--- config.mk ---
export PLATFORM = sky130hd
export DESIGN_NAME = mat_operand_fetch
export DESIGN_NICKNAME = d
export VERILOG_FILES = /design/src/rtl/mat_operand_fetch.sv
export SDC_FILE = /design/constraint.sdc
export NUM_CORES = 2
export LEC_CHECK = 0
export ABC_AREA = 1
export BUFFER_PORTS_ARGS = -buffer_cell sky130_fd_sc_hd__buf_2
export CORE_MARGIN = 5
export CORE_UTILIZATION = 40
export DETAILED_ROUTE_END_ITERATION = 10
export PLACE_DENSITY_LB_ADDON = 0.1
export SYNTH_ARGS = -nofsm -noshare
export SYNTH_HDL_FRONTEND = slang
export SYNTH_SLANG_ARGS = --single-unit
--- constraint.sdc ---
create_clock -name clk -period 31.7 [get_ports clk]
set_clock_uncertainty 0.05 [all_clocks]
set_input_delay 6.34 -clock clk [delete_from_list [all_inputs] [get_ports clk]]
set_output_delay 6.34 -clock clk [all_outputs]
set_load 0.02 [all_outputs]
--- src/rtl/mat_operand_fetch.sv ---
// mat_operand_fetch: fetches strided matrix rows over a 64-bit RAM port into LANES x ELEM_W row vectors.
// Optional OPFETCH_STALL_CNT_EN adds a per-job backpressure cycle counter output.
module mat_operand_fetch #(
    parameter int LANES  = 16,
    parameter int ELEM_W = 32
) (
    input  logic                      clk,
    input  logic                      rst,
    input  logic                      start,
    input  logic [63:0]               base,
    input  logic [31:0]               rows,
    input  logic [4:0]                cols,
    input  logic [63:0]               stride,
    output logic                      mem_ren,
    output logic [63:0]               mem_raddr,
    input  logic [63:0]               mem_rdata,
    output logic                      vec_valid,
    input  logic                      vec_ready,
    output logic [LANES*ELEM_W-1:0]   vec_data,
    output logic                      vec_last,
    output logic                      busy,
    output logic                      done
`ifdef OPFETCH_STALL_CNT_EN
    ,
    output logic [31:0]               stall_cnt
`endif
);
    localparam int LB = $clog2(LANES);
    typedef enum logic [1:0] {IDLE, FETCH, HOLD, DONE} state_t;
    state_t state, nxt;
    logic [63:0] row_addr, stride_q;
    logic [31:0] rows_q, row_idx;
    logic [4:0] cols_q, cols_clamp;
    logic [3:0] n_rd, iss, rcv;
    logic [5:0] lo_lane, hi_lane;
    logic [LANES*ELEM_W-1:0] vec_q;
    logic rd_pend, hs, last_row, accept, empty;
    logic unused_addr_lsbs;
    assign unused_addr_lsbs = ^row_addr[1:0];
    assign cols_clamp = cols > 5'(LANES) ? 5'(LANES) : cols;
    assign accept = state == IDLE && start;
    assign empty = rows == 32'd0 || cols == 5'd0;
    assign n_rd = 4'((5'(row_addr[2]) + cols_q + 5'd1) >> 1);
    assign mem_ren = state == FETCH && iss < n_rd;
    assign mem_raddr = mem_ren ? {row_addr[63:3], 3'b000} + {57'd0, iss, 3'b000} : 64'd0;
    assign vec_valid = state == HOLD;
    assign hs = vec_valid && vec_ready;
    assign last_row = row_idx == rows_q - 32'd1;
    assign vec_last = vec_valid && last_row;
    assign busy = state != IDLE;
    assign done = state == DONE;
    assign vec_data = vec_q;
    // Stream position of each half, shifted down by one when the row starts on an odd word.
    assign lo_lane = {1'b0, rcv, 1'b0} - {5'd0, row_addr[2]};
    assign hi_lane = {1'b0, rcv, 1'b1} - {5'd0, row_addr[2]};
    always_ff @(posedge clk or posedge rst) begin
        if (rst) state <= IDLE;
        else state <= nxt;
    end
    always_comb begin
        nxt = state;
        case (state)
            IDLE:    nxt = start ? (empty ? DONE : FETCH) : IDLE;
            FETCH:   nxt = (rd_pend && rcv == n_rd - 4'd1) ? HOLD : FETCH;
            HOLD:    nxt = hs ? (last_row ? DONE : FETCH) : HOLD;
            default: nxt = IDLE;
        endcase
    end
    always_ff @(posedge clk or posedge rst) begin
        if (rst) begin
            row_addr <= '0;
            stride_q <= '0;
            rows_q   <= '0;
            cols_q   <= '0;
            row_idx  <= '0;
            iss      <= '0;
            rcv      <= '0;
            rd_pend  <= 1'b0;
            vec_q    <= '0;
        end else begin
            rd_pend <= mem_ren;
            if (accept) begin
                row_addr <= base;
                stride_q <= stride;
                rows_q   <= rows;
                cols_q   <= cols_clamp;
                row_idx  <= '0;
                iss      <= '0;
                rcv      <= '0;
                vec_q    <= '0;
            end else if (hs) begin
                row_addr <= row_addr + stride_q;
                row_idx  <= row_idx + 32'd1;
                iss      <= '0;
                rcv      <= '0;
                vec_q    <= '0;
            end else begin
                if (mem_ren) iss <= iss + 4'd1;
                if (rd_pend) begin
                    rcv <= rcv + 4'd1;
                    if (lo_lane < {1'b0, cols_q}) vec_q[lo_lane[LB-1:0]*ELEM_W +: ELEM_W] <= mem_rdata[31:0];
                    if (hi_lane < {1'b0, cols_q}) vec_q[hi_lane[LB-1:0]*ELEM_W +: ELEM_W] <= mem_rdata[63:32];
                end
            end
        end
    end
`ifdef OPFETCH_STALL_CNT_EN
    always_ff @(posedge clk or posedge rst) begin
        if (rst) stall_cnt <= '0;
        else if (accept) stall_cnt <= '0;
        else if (vec_valid && !vec_ready && stall_cnt != 32'hFFFF_FFFF) stall_cnt <= stall_cnt + 32'd1;
    end
`endif
endmodule

==> impl_metrics.py <==
metrics = {
    "status": {
        "status": "finished clean",
    },
    "setup_path": {
        "crit_type": "reg2out",
        "start_kind": "flip-flop",
        "path_max_fanout": 43,
        "required_ps": 25310,
        "cp-end-kind": "output pin",
        "worst_ep_arrival_time_ps": 5090,
    },
    "timing": {
        "finalHoldViolCount": 0,
        "maxSlewViolCount": 0,
        "setup_viol": 0,
        "tightest_slew_ps": 1320,
        "finalCritPeriodShare_pct": 36.2,
        "setup_tns_ps": 0,
        "min_period_ps": 11480,
        "rsz0062_at_grt": "no",
        "fmax_mhz": 87.1,
        "maxSlewHeadroom_pct": 12.0,
        "whs_ps": 435,
    },
    "logic_synthesis": {
        "ys_warn_count": 0,
        "synth_cells": 7549,
        "synth_area_mm2": 0.0496,
        "synthFlopType": "dfrtp_1",
        "ys_seq_elements": 720,
        "synth_edf_count": 0,
        "async_flop_share_pct": 100,
        "avgSynthCellArea_um2": 6.56,
        "synth.yosys.seq_area_share_pct": 36.4,
        "ys_types": 62,
    },
    "cts": {
        "cts_setup_buffers": 0,
        "clkTransAtPathRegs_ps": 60,
        "htree_levels": 3,
        "clk_latency_ps": 700,
        "clock-sinks": 720,
        "cts_buffer_depth": 3,
        "clock-root-buffer": "clkbuf_16",
        "ctsHoldBuffers": 0,
        "cts_made_buffers": 92,
        "tritoncts": "built",
        "cts-resized-gates": 0,
    },
    "routing": {
        "ant_nets": 0,
        "drtIter0Drc": 7159,
        "vias": 57515,
        "vias_per_cell": 5.87,
        "drc": 0,
        "wl_per_cell_um": 27.0,
        "firstDrtPassIters": 7,
        "wl_um": 264000,
    },
    "placement": {
        "gp_congestion": 1.00,
        "dp_hpwl_um": 191000,
        "dpl_cell_area_mm2": 0.0545,
        "place.port_buffers": 810,
    },
    "layout": {
        "area_delta_synth_final_pct": 16.3,
        "drive_gt1_share_pct": 13.6,
        "design_area_mm2": 0.0576,
        "final_common_cell": "nand2_1",
        "nFillCells": 13132,
        "layout.nets": 8395,
        "layout_common_cells": "nand2_1 (2657), buf_2 (810), o21ai_0 (758)",
    },
    "floorplan": {
        "pin_count": 814,
        "die_area_mm2": 0.131,
        "initial_utilization_pct": 40.1,
        "dieHeight_um": 362,
        "die_w_um": 362,
        "rows": 129,
        "fp.coreArea_mm2": 0.123,
    },
    "global_routing": {
        "antenna_found_initial": 12,
        "grt_max_degree": 208,
        "overflow": 0,
        "grt_pass1_vias": 53053,
        "grt_usage_pct": 38.5,
        "grt_pass1_wl_um": 377000,
    },
    "pwr": {
        "vdd.ir_drop.worst_v": 0.000119,
        "p_leak_nw": 29.0,
        "p_per_area_mw_per_mm2": 129,
    },
    "hold_path": {
        "hp-class": "reg2reg",
    },
    "run": {
        "cap_violations": 0,
    },
}
critical path: stages (launching register included):
cell      delay (ps)
dfrtp_4          820
inv_2            230
nand2_1          160
ha_1             190
xnor2_1          190
ha_1             280
o21ai_0           70
nand2_1           70
a21oi_1          120
nor2_1            60
nor3_2           100
buf_4            340
clkinv_1         920
nor3_1           560
buf_2            250
per-stage QoR:
step / setup slack [ps] / instances / utilization [%] / total power [W]
final: 20220 / 9797 / 46.7 / 0.00744
after global routing: 19820 / 9781 / 46.7 / 0.00785
after CTS: 20220 / 9777 / 46.6 / 0.00734
after detailed placement: 20980 / 9610 / 44.1 / 0.00622
after global placement: 21060 / 9610 / 44.1 / 0.00619
after floorplan: 5110 / 7551 / - / 0.00447
power breakdown:
part	leakage, nW	internal (W)	switching (W)
registers	9.67	0.00126	0.000412
logic	17.8	0.00120	0.00347
clock network	1.52	0.000631	0.000468
total	29.0	0.00309	0.00435
cells by family (layout without fill, tap and decap cells):
group,Yosys count,in the layout,synth area share [%]
xor+xnor,105,105,1.91
simple gates,3887,3887,31.4
compound gates,1730,1730,19.9
other cells,1,23,0.00757
buf+inv,1011,1600,7.98
flops,720,720,36.4
fa+ha+maj,95,95,2.43
path summary, 6_finish.rpt:
| path | start | end | slack, ps | cells past startpoint |
|---|---|---|---|---|
| setup / recovery | row_addr[2]$_DFFE_PP0P_ | mem_raddr[24] | 20220 | 14 |
| hold / removal | stride_q[24]$_DFFE_PP0P_ | stride_q[24]$_DFFE_PP0P_ | 430 | 2 |
| setup reg to reg | row_addr[2]$_DFFE_PP0P_ | vec_data[413]$_DFFE_PP0P_ | 24710 | 17 |
| hold reg to reg | stride_q[24]$_DFFE_PP0P_ | stride_q[24]$_DFFE_PP0P_ | 430 | 2 |
| max in group asynchronous | rst | stride_q[54]$_DFFE_PP0P_ | 23520 | 4 |
| min in group asynchronous | rst | rows_q[1]$_DFFE_PP0P_ | 5760 | 2 |
Yosys cell counts (60+ instances only):
cell type | n | area share [%]
nand3_1 | 289 | 2.9
nor3_1 | 136 | 1.4
dfrtp_1 | 720 | 36
xor2_1 | 78 | 1.4
inv_1 | 529 | 4.0
o211ai_1 | 272 | 4.1
o21ai_1 | 81 | 0.82
buf_2 | 60 | 0.61
o22ai_1 | 124 | 1.6
o21ai_0 | 758 | 7.7
nor2_1 | 654 | 5.0
clkbuf_1 | 372 | 2.8
nand2_1 | 2664 | 20
a21oi_1 | 371 | 3.7
ha_1 | 93 | 2.3
flip-flops by register name (all words and copies together) (netlist names):
signal / flops
row_addr: 64
rcv: 4
rd_pend: 1
state: 2
row_idx: 32
stride_q: 64
vec_data: 512
iss: 4
rows_q: 32
cols_q: 5
per-layer routing:
layer | vias to the layer above | part of all wire (%) | global-route usage, %
met2 | 3248 | 43 | 57.5
met4 | 2 | 5.8 | 19.7
met5 | - | 0.0038 | 0
met1 | 27740 | 40 | 50.8
li1 | 25998 | - | -
met3 | 527 | 11 | 11.2
cell type report:
| cell class | instances | area [µm²] | area share (%) |
|---|---|---|---|
| Antenna cell | 20 | 50.0 | 0.0868 |
| Clock buffer | 136 | 2740 | 4.75 |
| Clock inverter | 31 | 343 | 0.595 |
| Inverter | 550 | 2080 | 3.60 |
| Multi-Input combinational cell | 5820 | 27700 | 48.1 |
| Sequential cell | 720 | 18000 | 31.3 |
| Tap cell | 1637 | 2050 | 3.55 |
| Timing Repair Buffer | 883 | 4660 | 8.09 |
Note: power is estimated with default switching activity, not from simulation.
